### config.mk
export PLATFORM = sky130hd
export DESIGN_NAME = program_loader
export DESIGN_NICKNAME = d
export VERILOG_FILES = /design/src/rtl/program_loader.sv
export SDC_FILE = /design/constraint.sdc
export NUM_CORES = 1
export LEC_CHECK = 0
export BUFFER_PORTS_ARGS = -buffer_cell sky130_fd_sc_hd__buf_2
export CAP_MARGIN = 10
export CORE_MARGIN = 1.5
export CORE_UTILIZATION = 55
export CTS_CLUSTER_SIZE = 30
export DETAILED_ROUTE_END_ITERATION = 7
export PLACE_DENSITY = 0.77
export SYNTH_ARGS = -nofsm -noshare
export SYNTH_HDL_FRONTEND = slang
export SYNTH_SLANG_ARGS = --single-unit
### constraint.sdc
create_clock -name i_clk -period 3.7 [get_ports i_clk]
set_input_delay 0.185 -clock i_clk [delete_from_list [all_inputs] [get_ports i_clk]]
set_output_delay 0.185 -clock i_clk [all_outputs]
set_load 0.01 [all_outputs]
### src/rtl/program_loader.sv
// Byte-stream program loader: packs little-endian bytes into 32-bit words and writes
// them to program memory, holding the CPU until the image is complete.
module program_loader #(
    parameter int MEMORY_DEPTH = 32,
    parameter int DATA_WIDTH   = 32
) (
    input  logic                  i_clk,
    input  logic                  i_reset,
    input  logic                  i_start,
    input  logic [DATA_WIDTH-1:0] i_word_count,
    input  logic [7:0]            i_byte_data,
    input  logic                  i_byte_valid,
    output logic                  o_byte_ready,
    output logic                  o_mem_write_enable,
    output logic [DATA_WIDTH-1:0] o_mem_address,
    output logic [DATA_WIDTH-1:0] o_mem_write_data,
    output logic                  o_cpu_hold,
    output logic                  o_busy,
    output logic                  o_done,
    output logic                  o_error
);

    typedef enum logic [2:0] {
        S_IDLE,
        S_COLLECT,
        S_WRITE,
        S_DONE,
        S_ERROR
    } state_t;

    localparam logic [DATA_WIDTH-1:0] DEPTH_W = DATA_WIDTH'(MEMORY_DEPTH);

    state_t                r_state;
    logic [1:0]            r_byte_idx;
    logic [DATA_WIDTH-1:0] r_word_idx;
    logic [DATA_WIDTH-1:0] r_count;
    // Only the first three bytes are stored; the fourth goes straight into the write word.
    logic [DATA_WIDTH-9:0] r_asm;
    logic                  r_byte_ready;
    logic                  r_mem_write_enable;
    logic [DATA_WIDTH-1:0] r_mem_address;
    logic [DATA_WIDTH-1:0] r_mem_write_data;
    logic                  r_cpu_hold;
    logic                  r_busy;
    logic                  r_done;
    logic                  r_error;
    logic [DATA_WIDTH-1:0] w_word_next;

    assign w_word_next = r_word_idx + 1'b1;

    always_ff @(posedge i_clk) begin
        if (i_reset) begin
            r_state            <= S_IDLE;
            r_byte_idx         <= '0;
            r_word_idx         <= '0;
            r_count            <= '0;
            r_asm              <= '0;
            r_byte_ready       <= 1'b0;
            r_mem_write_enable <= 1'b0;
            r_mem_address      <= '0;
            r_mem_write_data   <= '0;
            r_cpu_hold         <= 1'b1;
            r_busy             <= 1'b0;
            r_done             <= 1'b0;
            r_error            <= 1'b0;
        end else begin
            case (r_state)
                S_IDLE, S_DONE, S_ERROR: begin
                    if (i_start) begin
                        r_count    <= i_word_count;
                        r_byte_idx <= '0;
                        r_word_idx <= '0;
                        r_asm      <= '0;
                        if (i_word_count == '0) begin
                            r_state      <= S_DONE;
                            r_byte_ready <= 1'b0;
                            r_cpu_hold   <= 1'b0;
                            r_busy       <= 1'b0;
                            r_done       <= 1'b1;
                            r_error      <= 1'b0;
                        end else if (i_word_count > DEPTH_W) begin
                            r_state      <= S_ERROR;
                            r_byte_ready <= 1'b0;
                            r_cpu_hold   <= 1'b1;
                            r_busy       <= 1'b0;
                            r_done       <= 1'b0;
                            r_error      <= 1'b1;
                        end else begin
                            r_state      <= S_COLLECT;
                            r_byte_ready <= 1'b1;
                            r_cpu_hold   <= 1'b1;
                            r_busy       <= 1'b1;
                            r_done       <= 1'b0;
                            r_error      <= 1'b0;
                        end
                    end
                end
                S_COLLECT: begin
                    if (i_byte_valid) begin
                        r_byte_idx <= r_byte_idx + 2'd1;
                        if (r_byte_idx == 2'd3) begin
                            r_state            <= S_WRITE;
                            r_byte_ready       <= 1'b0;
                            r_mem_write_enable <= 1'b1;
                            r_mem_address      <= {r_word_idx[DATA_WIDTH-3:0], 2'b00};
                            r_mem_write_data   <= {i_byte_data, r_asm};
                        end else begin
                            r_asm[{r_byte_idx, 3'b000} +: 8] <= i_byte_data;
                        end
                    end
                end
                S_WRITE: begin
                    r_mem_write_enable <= 1'b0;
                    r_word_idx         <= w_word_next;
                    if (w_word_next == r_count) begin
                        r_state    <= S_DONE;
                        r_cpu_hold <= 1'b0;
                        r_busy     <= 1'b0;
                        r_done     <= 1'b1;
                    end else begin
                        r_state      <= S_COLLECT;
                        r_byte_ready <= 1'b1;
                    end
                end
                default: begin
                    r_state <= S_IDLE;
                end
            endcase
        end
    end

    assign o_byte_ready       = r_byte_ready;
    assign o_mem_write_enable = r_mem_write_enable;
    assign o_mem_address      = r_mem_address;
    assign o_mem_write_data   = r_mem_write_data;
    assign o_cpu_hold         = r_cpu_hold;
    assign o_busy             = r_busy;
    assign o_done             = r_done;
    assign o_error            = r_error;

endmodule

; ---- Yosys cells after proc, flatten, opt, wreduce, memory -nomap -nowiden
; Cells that the tools add are included.
[op_classes]
div_mod_pow = 0
addsub = 3
magnitude_cmp = 1
multipliers = 0
muxes = 38
n_shift = 2
n_reduce_logical = 16
n_eq_ne = 12
bitwise = 0
[op_table]
columns = cell, n
row1 = $mux W24, 3
row2 = $pmux W32 S2, 1
row3 = $pmux W24 S2, 1
row4 = $add A32 B1 Y32 const B, 1
row5 = $eq A32 B32 Y1, 1
row6 = $gt A32 B6 Y1 const B, 1
row7 = $logic_not A32 Y1, 1
row8 = $mux W32, 1
row9 = $bwmux W24, 1
row10 = $shift A8 B7 Y24 const A, 1
row11 = $shiftx A8 B7 Y24, 1
row12 = $mux W1, 16
row13 = $mux W3, 5
row14 = $reduce_and A3 Y1, 5
row15 = $ne A2 B2 Y1 const B, 6
row16 = $pmux W3 S3, 1
row17 = $pmux W1 S2, 4
row18 = $neg A5 Y7, 1
row19 = $eq A3 B2 Y1 const B, 2
row20 = $mux W2, 3
row21 = $reduce_bool A2 Y1, 3
row22 = $reduce_and A5 Y1, 1
row23 = $pmux W2 S2, 1
row24 = $reduce_and A2 Y1, 2
row25 = other kinds (9), 9
[totals]
ram_bits = 0
latchBits = 0
mem_count = 0
mem_bits_ro = 0
elab_cells = 85
register_bits = 161
inputBits = 44

; ---- Logic depth before layout (Yosys ltp)
; Gate-level depths: netlist of the first run.
[logic_depth]
ltp_word = 6
ltp_mapped = 11
depth_no_buf = 9

; ---- Worst setup path after synthesis of the first run
; Ideal clock, no wire load.
[synth_timing]
kind = reg-to-reg
startpoint = register r_word_idx[10]
endpoint = register r_done (netlist: o_done)
synth_period_minus_slack_ps = 2798
path_stages_with_launch = 11
slack_ps = 902
arrival_ps = 2677
path_cell_list = dfxtp_1 -> buf_2 -> nand3_4 -> or4_1 -> buf_2 -> nor4_4 -> o32ai_1 -> or4_4 -> nor4_4 -> a21oi_2 -> mux2_4
[synth_via]
elab_chain_len = 4
[synth_rtl]
columns = item, line_no
row1 = start: declaration, 35  ; logic [DATA_WIDTH-1:0] r_word_idx;
row2 = start signal: assignment, 114  ; r_word_idx <= w_word_next;
row3 = $add A32 B1 Y32, 49  ; assign w_word_next = r_word_idx + 1'b1;
row4 = $eq A32 B32 Y1, 115  ; if (w_word_next == r_count) begin
row5 = $ne A2 B2 Y1 (no line), -
row6 = $reduce_and A3 Y1 (no line), -
row7 = end signal: assignment, 64  ; r_done <= 1'b0;
row8 = end signal: assignment, 79  ; r_done <= 1'b1;
row9 = end signal: assignment, 119  ; r_done <= 1'b1;
row10 = end: declaration, 45  ; logic r_done;
; Every way passes these cells.
; A chain may end at the register's enable or synchronous reset.

; ---- Final worst setup path of the first run
[layout_timing]
startpoint = register r_word_idx[2]
endpoint = register r_done (netlist: o_done)
; Same word-level chain as after synthesis.

==> results.rst, run 1 <==
.. list-table::
   :header-rows: 1

   * - Metric
     - Value
   * - Worst-case hold slack
     - 0.01034 ns
   * - Cts repair resizes
     - 0
   * - Clock Pin Slew Worst Setup and Hold Paths
     - 0.06 ns
   * - Bufs and invs on worst path
     - 1
   * - Remaining number of nets flagged by the antenna check after routing
     - 0
   * - Slew Limit Headroom
     - 0.4037
   * - Total Negative Setup Slacks
     - 0 ns
   * - Total clock buffers created by CTS
     - 17
   * - Sequential share of the synthesized area
     - 0.4160
   * - Post-layout minimum cycle time
     - 3.236 ns
   * - Fin. max-slew vios
     - 0
   * - Most instantiated library cell after synthesis
     - sky130_fd_sc_hd__nand2_1
   * - CTS Buffer Depth
     - 2
   * - Leading cell types by total area after synthesis
     - sky130_fd_sc_hd__dfxtp_1 42%, sky130_fd_sc_hd__nand2_1 13%, sky130_fd_sc_hd__a21oi_1 10%
   * - Post-synth EDFFs
     - 0
   * - Final hold violation count
     - 0
   * - Synthesis warning total
     - 0
   * - Run status
     - finished clean
   * - GPL Wtd Cong
     - 0.9555
   * - Leading cell types by count after synthesis
     - 261 x sky130_fd_sc_hd__nand2_1, 161 x sky130_fd_sc_hd__dfxtp_1, 159 x sky130_fd_sc_hd__a21oi_1, 60 x sky130_fd_sc_hd__clkbuf_1, 56 x sky130_fd_sc_hd__nor2_1
   * - Global Route Usage Sum
     - 0.2903
   * - Library cell with the largest summed area after synthesis
     - sky130_fd_sc_hd__dfxtp_1
   * - Total Die Area
     - 0.01481 mm^2
   * - Starting density of the core
     - 0.5603
   * - Maximum net fanout on the critical path
     - 11
   * - GRT Residual Overflow
     - 0
   * - CP max stage cell
     - sky130_fd_sc_hd__nor4_4
   * - Wire length of the first global-routing pass
     - 33,440 um
   * - Die height
     - 121.7 um
   * - Longest individual stage delay on the worst path
     - 0.55 ns
   * - Clock skew after layout
     - 0.009458 ns
   * - Antenna violations before repair
     - 0
   * - TritonRoute pass-1 iters
     - 5
   * - Clock latency at the later pin of the worst-skew pair
     - 0.44 ns
   * - Number of I/O pins
     - 114
   * - Post-synth cell types
     - 67
   * - Worst slew pin tran
     - 0.8877 ns
   * - Clock net sink count
     - 161
   * - Routed wire length
     - 21,350 um
   * - Number of setup violations in the final report
     - 0
   * - Startpoint class of the critical path
     - flip-flop
   * - Initial drt markers
     - 875
   * - Async SR Flop Fraction
     - 0
   * - Number of nets in the layout
     - 1,168
   * - Fraction of the cycle the final worst path needs
     - 0.8746
   * - Input/output buffers
     - 111
   * - Dominant cell type by count on the critical path
     - sky130_fd_sc_hd__nor4_4
   * - Core box area
     - 0.01383 mm^2
   * - Clock tree from TritonCTS
     - built
   * - Residual DRC count
     - 0
   * - Number of standard cells after synthesis
     - 1,023
   * - Proportion of layout cells with a drive suffix above 1
     - 0.1627
   * - Path category of the worst min-delay check
     - input port to flip-flop
   * - Top flip-flop cell by instance count after synthesis
     - sky130_fd_sc_hd__dfxtp_1
   * - Clock root buffer
     - sky130_fd_sc_hd__clkbuf_16
   * - Setup repair bufs after CTS
     - 0
   * - Largest net degree at the start of global routing
     - 108
   * - Maximum clock frequency
     - 0.3090 GHz
   * - Overall via count from detail_route
     - 7,613
   * - Worst VDD drop
     - 307.4 uV
   * - Cts hold-fix bufs
     - 19
   * - Sequence of cells on the critical path
     - nand4_1 > buf_4 > nor4_4 > and3_1 > mux2_2 > a21o_1 > nor4_4 > a21oi_2 > mux2_4
   * - Via count of the first global-routing pass
     - 6,521
   * - Top cell type's share of synthesized area
     - 0.4160
   * - ANT cells
     - 0
   * - Die X-Extent
     - 121.7 um
   * - Data required time of the worst path
     - 4.02 ns
   * - Unrepaired setup endpoints after global routing
     - false
   * - Number of placement rows
     - 43
   * - Crit-path leading delay family
     - simple AND/OR/NAND/NOR gates
   * - Count of maximum capacitance violations
     - 0
   * - Half-perimeter wire length of the detailed placement result
     - 14,490 um
   * - WL/cell
     - 16.29 um
   * - Mean cell area of the mapped netlist
     - 7.573 um^2
   * - H-tree Lvls
     - 4
   * - P_leak
     - 3.464 nW
   * - Total standard cell area after synthesis
     - 0.007747 mm^2
   * - Class of the most critical setup path
     - flip-flop to flip-flop
   * - Critical Path Sink Type
     - flip-flop
   * - Power per unit of standard cell area
     - 427.6 mW/mm^2
   * - Area growth from synthesis to final layout
     - 18.81%
   * - Post-synthesis sequential element count
     - 161
   * - Arrival time of data at the critical path endpoint
     - 3.56 ns
   * - Via/cell ratio
     - 5.807
through the flow:
stage	setup WS [ns]	power (mW)	instances	utilization	area, um^2
final	0.4640	3.936	1311	0.6657	9205
after global placement	0.5308	2.123	1260	0.6076	8402
after global routing	0.1821	4.062	1311	0.6657	9205
after detailed placement	0.4968	2.124	1260	0.6076	8402
after floorplan	0.9016	2.022	1024	-	7751
after CTS	0.4821	3.947	1311	0.6657	9205
layout make-up:
cell class / count / area (um^2)
Sequential cell: 161 / 3223
Fill cell: 1192 / 4622
Multi-Input combinational cell: 773 / 4161
Inverter: 11 / 41.29
Clock inverter: 11 / 152.6
Timing Repair Buffer: 154 / 940.9
Tap cell: 180 / 225.2
Clock buffer: 21 / 460.4
layer usage:
layer  part of all wire  GRT usage
met1               0.44     0.3927
met5                  0          0
met3              0.084    0.07397
met4              0.030     0.1265
met2               0.44     0.4386
final timing paths:
kind / start / end / slack, ns / depth (start not counted)
worst max-delay path: r_word_idx[2] / o_done / 0.46 / 9
worst min-delay path: i_word_count[11] / r_count[11] / 0.01 / 3
worst max register to register: r_word_idx[2] / o_done / 0.46 / 9
worst min register to register: o_mem_write_data[22] / o_mem_write_data[22] / 0.45 / 2
power breakdown:
group	total, mW	leakage [nW]	switching [mW]	internal (mW)
Sequential	1.80	1.30	0.0332	1.76
Combinational	0.311	1.87	0.196	0.116
Clock	1.83	0.290	0.726	1.10
logic make-up (layout without fill, tap and decap cells):
group,after synthesis,count (layout),share of synthesized area
simple gates,463,463,0.2799
fa+ha+maj,6,6,0.009690
mux,7,7,0.009851
compound gates,254,254,0.1888
other cells,1,2,0.0004840
buf+inv,90,197,0.04893
flops,161,161,0.4160
xor+xnor,41,41,0.04635
layout by cell type (no fill, tap or decap), types with 11 or more instances in the layout:
| master | count |
|---|---|
| sky130_fd_sc_hd__dfxtp_1 | 161 |
| sky130_fd_sc_hd__nor3_1 | 14 |
| sky130_fd_sc_hd__dlygate4sd3_1 | 19 |
| sky130_fd_sc_hd__xnor2_1 | 26 |
| sky130_fd_sc_hd__buf_2 | 110 |
| sky130_fd_sc_hd__clkbuf_16 | 17 |
| sky130_fd_sc_hd__nor4_1 | 15 |
| sky130_fd_sc_hd__nand4_1 | 16 |
| sky130_fd_sc_hd__nor2_1 | 55 |
| sky130_fd_sc_hd__inv_1 | 11 |
| sky130_fd_sc_hd__nand2_1 | 261 |
| sky130_fd_sc_hd__nand3_1 | 39 |
| sky130_fd_sc_hd__buf_4 | 24 |
| sky130_fd_sc_hd__a21oi_1 | 159 |
| sky130_fd_sc_hd__xor2_1 | 15 |
| sky130_fd_sc_hd__o21ai_0 | 30 |
sequential cells by signal, indices dropped and copies added (netlist names):
| name | count |
|---|---|
| o_mem_address | 30 |
| o_done | 1 |
| o_mem_write_data | 32 |
| o_error | 1 |
| o_cpu_hold | 1 |
| r_word_idx | 32 |
| o_byte_ready | 1 |
| o_busy | 1 |
| r_count | 32 |
| o_mem_write_enable | 1 |
| r_byte_idx | 2 |
| r_state | 3 |
| r_asm | 24 |
worst reg2reg max path, cell delays in order (launching register included):
cell	delay (ns)
sky130_fd_sc_hd__dfxtp_1	0.51
sky130_fd_sc_hd__nand4_1	0.14
sky130_fd_sc_hd__buf_4	0.21
sky130_fd_sc_hd__nor4_4	0.55
sky130_fd_sc_hd__and3_1	0.32
sky130_fd_sc_hd__mux2_2	0.35
sky130_fd_sc_hd__a21o_1	0.21
sky130_fd_sc_hd__nor4_4	0.39
sky130_fd_sc_hd__a21oi_2	0.15
sky130_fd_sc_hd__mux2_4	0.31
No activity file was read; power rests on OpenSTA's default activity.
==> run 2, diff against run 1 <==
--- a/config.mk
+++ b/config.mk
@@ -5,13 +5,14 @@
 export SDC_FILE = /design/constraint.sdc
 export NUM_CORES = 1
 export LEC_CHECK = 0
+export ABC_AREA = 1
 export BUFFER_PORTS_ARGS = -buffer_cell sky130_fd_sc_hd__buf_2
 export CAP_MARGIN = 10
 export CORE_MARGIN = 1.5
-export CORE_UTILIZATION = 55
+export CORE_UTILIZATION = 58
 export CTS_CLUSTER_SIZE = 30
 export DETAILED_ROUTE_END_ITERATION = 7
-export PLACE_DENSITY = 0.77
+export PLACE_DENSITY = 0.81
 export SYNTH_ARGS = -nofsm -noshare
 export SYNTH_HDL_FRONTEND = slang
 export SYNTH_SLANG_ARGS = --single-unit
==> run 2 against run 1 <==
  * Final cell count is 14% higher
  * Cell area up 1.9%
  * Hold slack improved by 0.0020 ns
  * Clock power barely moved
  * Die area is 1.5% lower
  * Wire length grew 6.0%
  * Synthesized cell count increased by 19%
  * Via count is 8.5% higher
  * Worst setup slack improved by 0.68 ns
==> results.rst, run 2 <==
.. list-table::
   :header-rows: 1

   * - Metric
     - Value
   * - Run status
     - finished clean
   * - Clock net sink count
     - 161
   * - Area growth from synthesis to final layout
     - 16.60%
   * - Remaining number of nets flagged by the antenna check after routing
     - 0
   * - Mean cell area of the mapped netlist
     - 6.624 um^2
   * - Largest net degree at the start of global routing
     - 73
   * - Unrepaired setup endpoints after global routing
     - false
   * - Number of placement rows
     - 42
   * - GPL Wtd Cong
     - 0.9919
   * - Most frequent standard cell in the layout excluding fill and tap cells
     - sky130_fd_sc_hd__nand2_1
   * - Total Die Area
     - 0.01458 mm^2
   * - Sequence of cells on the critical path
     - nor2_1 > a21oi_1 > inv_1 > nor2_1 > inv_1 > nor2_1 > buf_4 > inv_1 > buf_4 > o21ai_0 > a21oi_1
   * - Worst slew pin tran
     - 0.9613 ns
   * - Overall via count from detail_route
     - 8,258
   * - Number of I/O pins
     - 114
   * - Path category of the worst min-delay check
     - input port to flip-flop
   * - Power per unit of standard cell area
     - 508.9 mW/mm^2
   * - Clock tree from TritonCTS
     - built
   * - Via count of the first global-routing pass
     - 7,596
   * - Commonest non-fill, non-tap cells in the layout
     - 295 x sky130_fd_sc_hd__nand2_1, 161 x sky130_fd_sc_hd__dfxtp_1, 146 x sky130_fd_sc_hd__a21oi_1, 124 x sky130_fd_sc_hd__inv_1
   * - ANT cells
     - 0
   * - Core box area
     - 0.01340 mm^2
   * - Bufs and invs on worst path
     - 5
   * - Number of nets in the layout
     - 1,358
   * - Leading cell types by total area after synthesis
     - sky130_fd_sc_hd__dfxtp_1 40%, sky130_fd_sc_hd__nand2_1 14%, sky130_fd_sc_hd__a21oi_1 9.1%
   * - CTS Buffer Depth
     - 2
   * - Setup slack after placement
     - 1.247 ns
   * - Fraction of the cycle the final worst path needs
     - 0.6899
   * - Top cell type's share of synthesized area
     - 0.4008
   * - Post-route total power
     - 4.772 mW
   * - Proportion of layout cells with a drive suffix above 1
     - 0.1423
   * - Via/cell ratio
     - 5.516
   * - Total Negative Setup Slacks
     - 0 ns
   * - Worst flop-to-flop path startpoint
     - r_state[0]
   * - Input/output buffers
     - 111
   * - Die X-Extent
     - 120.7 um
   * - Maximum clock frequency
     - 0.3917 GHz
   * - WL/cell
     - 15.12 um
   * - Starting density of the core
     - 0.6001
   * - Routed wire length
     - 22,630 um
   * - Half-perimeter wire length of the detailed placement result
     - 16,060 um
   * - Data required time of the worst path
     - 3.99 ns
   * - Clock Pin Slew Worst Setup and Hold Paths
     - 0.06 ns
   * - Number of standard cells after synthesis
     - 1,214
   * - Slew Limit Headroom
     - 0.3563
   * - Critical Path Source
     - r_state[0]
   * - Wire length of the first global-routing pass
     - 36,500 um
   * - GRT Residual Overflow
     - 0
   * - Most instantiated library cell after synthesis
     - sky130_fd_sc_hd__nand2_1
   * - Total standard cell area after synthesis
     - 0.008041 mm^2
   * - Total clock buffers created by CTS
     - 17
   * - Clock skew after layout
     - 0.005658 ns
   * - Critical Path Sink Type
     - flip-flop
   * - Arrival time of data at the critical path endpoint
     - 2.84 ns
   * - Post-layout minimum cycle time
     - 2.553 ns
   * - CP max stage cell
     - sky130_fd_sc_hd__inv_1
   * - Post-synth cell types
     - 33
   * - Library cell with the largest summed area after synthesis
     - sky130_fd_sc_hd__dfxtp_1
   * - Leading cell types by count after synthesis
     - 295 x sky130_fd_sc_hd__nand2_1, 161 x sky130_fd_sc_hd__dfxtp_1, 146 x sky130_fd_sc_hd__a21oi_1, 125 x sky130_fd_sc_hd__inv_1, 116 x sky130_fd_sc_hd__nor2_1
   * - Die height
     - 120.7 um
   * - Clock root buffer
     - sky130_fd_sc_hd__clkbuf_16
   * - Top flip-flop cell by instance count after synthesis
     - sky130_fd_sc_hd__dfxtp_1
   * - Initial drt markers
     - 596
   * - Sequential share of the synthesized area
     - 0.4008
   * - Synthesis warning total
     - 0
   * - Class of the most critical setup path
     - flip-flop to flip-flop
   * - Residual DRC count
     - 0
   * - Hold Path Origin
     - i_word_count[4]
   * - Final hold violation count
     - 0
   * - Clock latency at the later pin of the worst-skew pair
     - 0.44 ns
   * - Fin. max-slew vios
     - 0
   * - Post-route worst setup slack
     - 1.147 ns
   * - Number of setup violations in the final report
     - 0
   * - Worst-case hold slack
     - 0.01234 ns
   * - Count of maximum capacitance violations
     - 0
   * - H-tree Lvls
     - 4
   * - P_leak
     - 4.130 nW
   * - Crit-path leading delay family
     - buffers and inverters
   * - Antenna violations before repair
     - 0
   * - TritonRoute pass-1 iters
     - 5
   * - Longest individual stage delay on the worst path
     - 0.45 ns
   * - Cts repair resizes
     - 0
   * - Maximum net fanout on the critical path
     - 30
   * - Startpoint class of the critical path
     - flip-flop
   * - Post-synth EDFFs
     - 0
   * - Async SR Flop Fraction
     - 0
   * - Post-synthesis sequential element count
     - 161
   * - Worst VDD drop
     - 347.9 uV
   * - Global Route Usage Sum
     - 0.3183
==> run 2: area by class of cell <==
type / instances / area [um^2]
well taps: 176 / 220.2
multi-input cells: 873 / 4145
repair buffers: 126 / 695.7
clock inverters: 15 / 182.7
fillers: 1175 / 4024
clock buffers: 17 / 425.4
flip-flops and latches: 161 / 3223
inverters: 129 / 484.2
==> run 2: per-stage QoR <==
stage                     utilization  instances  area, um^2
final                          0.6997       1497        9376
after global routing           0.6997       1497        9376
after CTS                      0.6997       1497        9376
after detailed placement       0.6499       1459        8708
after global placement         0.6499       1459        8708
after floorplan                     -       1215        8045
==> run 2: report_power, final <==
group | internal, mW | total, mW | leakage [nW] | switching, mW
Clock | 1.07 | 1.82 | 0.292 | 0.756
Sequential | 1.91 | 1.99 | 1.31 | 0.0860
Combinational | 0.289 | 0.953 | 2.53 | 0.665
Total | 3.27 | 4.77 | 4.13 | 1.51
==> run 2: what timing repair did <==
action	4_1_cts	5_1_grt
hold buffers	6	0
buffers inserted	0	0
endpoints found under the hold margin	6	0
==> run 2: worst reg2reg max path, cell delays in order, from the launching register on <==
cell                      delay [ns]
sky130_fd_sc_hd__dfxtp_1        0.36
sky130_fd_sc_hd__nor2_1         0.07
sky130_fd_sc_hd__a21oi_1        0.11
sky130_fd_sc_hd__inv_1          0.07
sky130_fd_sc_hd__nor2_1         0.17
sky130_fd_sc_hd__inv_1          0.11
sky130_fd_sc_hd__nor2_1         0.11
sky130_fd_sc_hd__buf_4          0.29
sky130_fd_sc_hd__inv_1          0.45
sky130_fd_sc_hd__buf_4          0.39
sky130_fd_sc_hd__o21ai_0        0.19
sky130_fd_sc_hd__a21oi_1        0.07
==> run 2: per-layer routing <==
layer / GRT usage / share of wire / vias to the layer above
li1: - / - / 4148
met1: 0.4030 / 0.43 / 3740
met2: 0.5128 / 0.46 / 305
met3: 0.07453 / 0.073 / 65
met4: 0.1500 / 0.038 / 0
met5: 0 / 0 / -
==> run 2: path summary, 6_finish.rpt <==
kind | slack [ns] | cells past startpoint | end
max reg2reg | 1.15 | 11 | r_count[29]
min reg2reg | 0.45 | 2 | o_mem_write_data[7]
max | 1.15 | 11 | r_count[29]
min | 0.01 | 3 | r_count[4]
==> run 2: cells by family after synthesis <==
logic type | synth area share
other cells | 0.0004663
fa+ha+maj | 0.009335
compound gates | 0.1726
flops | 0.4008
buf+inv | 0.08542
simple gates | 0.3314
==> run 3, diff against run 2 <==
==> constraint.sdc (replaced) <==
create_clock -name i_clk -period 2.5 [get_ports i_clk]
set_input_delay 0.125 -clock i_clk [delete_from_list [all_inputs] [get_ports i_clk]]
set_output_delay 0.125 -clock i_clk [all_outputs]
set_load 0.01 [all_outputs]
==> run 3 against run 2 <==
  * Sequential share of layout area is 1.3 points lower
  * Combinational power is 56% higher
  * Clock skew is 0.0030 ns higher
  * Critical endpoint is now o_done
  * Core utilization is 3.0 points higher
  * Worst setup slack worse by 0.96 ns
  * Largest power group unchanged
  * Clock-buffer cell count is 1 higher
  * Maximum frequency is 10% higher
  * First-iteration DRC count is 23% higher
  * Largest cell class unchanged
==> results.rst, run 3 (synthesis results as in run 2) <==
.. list-table::
   :header-rows: 1

   * - Metric
     - Value
   * - Run status
     - finished clean
   * - Slew Limit Headroom
     - 0.3474
   * - Clock root buffer
     - sky130_fd_sc_hd__clkbuf_16
   * - Final hold violation count
     - 0
   * - Overall via count from detail_route
     - 8,483
   * - WL/cell
     - 15.37 um
   * - Initial drt markers
     - 735
   * - Via/cell ratio
     - 5.516
   * - Critical Path Source
     - r_word_idx[15]
   * - Hold Path Origin
     - i_byte_data[7]
   * - Count of maximum capacitance violations
     - 0
   * - Wire length of the first global-routing pass
     - 38,380 um
   * - Fin. max-slew vios
     - 0
   * - Bufs and invs on worst path
     - 0
   * - Worst-case hold slack
     - 0.01330 ns
   * - Clock latency at the later pin of the worst-skew pair
     - 0.43 ns
   * - TritonRoute pass-1 iters
     - 7
   * - Clock tree from TritonCTS
     - built
   * - CP max stage cell
     - sky130_fd_sc_hd__dfxtp_1
   * - Largest net degree at the start of global routing
     - 53
   * - Crit-path leading delay family
     - simple AND/OR/NAND/NOR gates
   * - Via count of the first global-routing pass
     - 7,894
   * - Sequence of cells on the critical path
     - nand2_1 > nor2_1 > nand2_1 > nor2_4 > nand2_1 > nand2_1 > nand2_1 > nand2_1 > nand2_1 > nor2_1 > nand2_1 > nor2_4 > nand3_4 > nand2_2 > nand2_1 > a21oi_1
   * - Die height
     - 120.7 um
   * - Starting density of the core
     - 0.6001
   * - Core box area
     - 0.01340 mm^2
   * - Antenna violations before repair
     - 0
   * - GPL Wtd Cong
     - 1.002
   * - Most frequent standard cell in the layout excluding fill and tap cells
     - sky130_fd_sc_hd__nand2_1
   * - Input/output buffers
     - 111
   * - Number of placement rows
     - 42
   * - Residual DRC count
     - 0
   * - Area growth from synthesis to final layout
     - 21.52%
   * - Maximum net fanout on the critical path
     - 7
   * - Arrival time of data at the critical path endpoint
     - 2.68 ns
   * - Longest individual stage delay on the worst path
     - 0.44 ns
   * - Number of setup violations in the final report
     - 0
   * - Proportion of layout cells with a drive suffix above 1
     - 0.1637
   * - CTS Buffer Depth
     - 2
   * - Worst slew pin tran
     - 0.9746 ns
   * - Commonest non-fill, non-tap cells in the layout
     - 294 x sky130_fd_sc_hd__nand2_1, 154 x sky130_fd_sc_hd__dfxtp_1, 146 x sky130_fd_sc_hd__a21oi_1, 124 x sky130_fd_sc_hd__inv_1, 114 x sky130_fd_sc_hd__o21ai_0
   * - Worst VDD drop
     - 590.7 uV
   * - Critical Path Sink Type
     - flip-flop
   * - Number of nets in the layout
     - 1,399
   * - Startpoint class of the critical path
     - flip-flop
   * - Class of the most critical setup path
     - flip-flop to flip-flop
   * - Total Die Area
     - 0.01458 mm^2
   * - Post-layout minimum cycle time
     - 2.313 ns
   * - Path category of the worst min-delay check
     - input port to flip-flop
   * - Maximum clock frequency
     - 0.4323 GHz
   * - Post-route total power
     - 7.022 mW
   * - Clock skew after layout
     - 0.008657 ns
   * - Global Route Usage Sum
     - 0.3349
   * - Die X-Extent
     - 120.7 um
   * - P_leak
     - 4.343 nW
   * - Number of I/O pins
     - 114
   * - Dominant cell type by count on the critical path
     - sky130_fd_sc_hd__nand2_1
   * - H-tree Lvls
     - 4
   * - Remaining number of nets flagged by the antenna check after routing
     - 0
   * - Total Negative Setup Slacks
     - 0 ns
   * - Fraction of the cycle the final worst path needs
     - 0.9253
   * - Total clock buffers created by CTS
     - 17
   * - Worst flop-to-flop path startpoint
     - r_word_idx[15]
   * - Data required time of the worst path
     - 2.86 ns
   * - Clock Pin Slew Worst Setup and Hold Paths
     - 0.07 ns
   * - Final cell utilization of the core
     - 0.7292
   * - Clock net sink count
     - 161
   * - Routed wire length
     - 23,650 um
   * - Power per unit of standard cell area
     - 718.6 mW/mm^2
   * - Half-perimeter wire length of the detailed placement result
     - 16,800 um
   * - ANT cells
     - 0
   * - GRT Residual Overflow
     - 0
run 3: what timing repair did:
item                                    4_1_cts  5_1_grt
setup buffers                                 0        2
hold endpoints to repair                     25        0
endpoints found under the setup margin        0        5
hold buffers                                 25        0
gates resized for setup                       0       15
run 3: path summary, 6_finish.rpt:
| check | end | slack (ns) | cells after the start |
|---|---|---|---|
| setup / recovery | o_done | 0.19 | 16 |
| hold / removal | o_mem_write_data[31] | 0.01 | 3 |
| setup reg to reg | o_done | 0.19 | 16 |
| hold reg to reg | r_asm[0] | 0.45 | 2 |
run 3: routing by layer:
layer	vias to the layer above	part of all wire	global-route usage
li1	4229	-	-
met2	348	0.47	0.5472
met3	71	0.068	0.07264
met4	0	0.038	0.1412
met1	3835	0.43	0.4276
met5	-	0	0
run 3: worst min-delay path: cells and delay by family:
kind | cells | cell delay [ns]
AO/OA/AOI/OAI | 1 | 0.08
buffers and inverters | 2 | 0.20
run 3: final cells by class:
type / instances / area, um^2
Multi-Input combinational cell: 873 / 4173
Timing Repair Buffer: 167 / 1076
Sequential cell: 161 / 3232
Fill cell: 1147 / 3628
Tap cell: 176 / 220.2
Clock inverter: 14 / 147.6
Clock buffer: 18 / 439.2
Inverter: 129 / 484.2
run 3: per-stage QoR:
stage / std cells / instance area [um^2] / worst slack, ns
after floorplan: 1215 / 8045 / 0.4665
after global placement: 1479 / 8884 / 0.2116
after detailed placement: 1479 / 8884 / 0.1386
after CTS: 1536 / 9721 / 0.1390
after global routing: 1538 / 9772 / -0.002072
final: 1538 / 9772 / 0.1868
run 3: power by group:
part / internal, mW / total [mW] / leakage (nW) / switching [mW]
logic: 0.477 / 1.49 / 2.74 / 1.02
clock network: 1.43 / 2.57 / 0.288 / 1.14
registers: 2.82 / 2.96 / 1.31 / 0.132
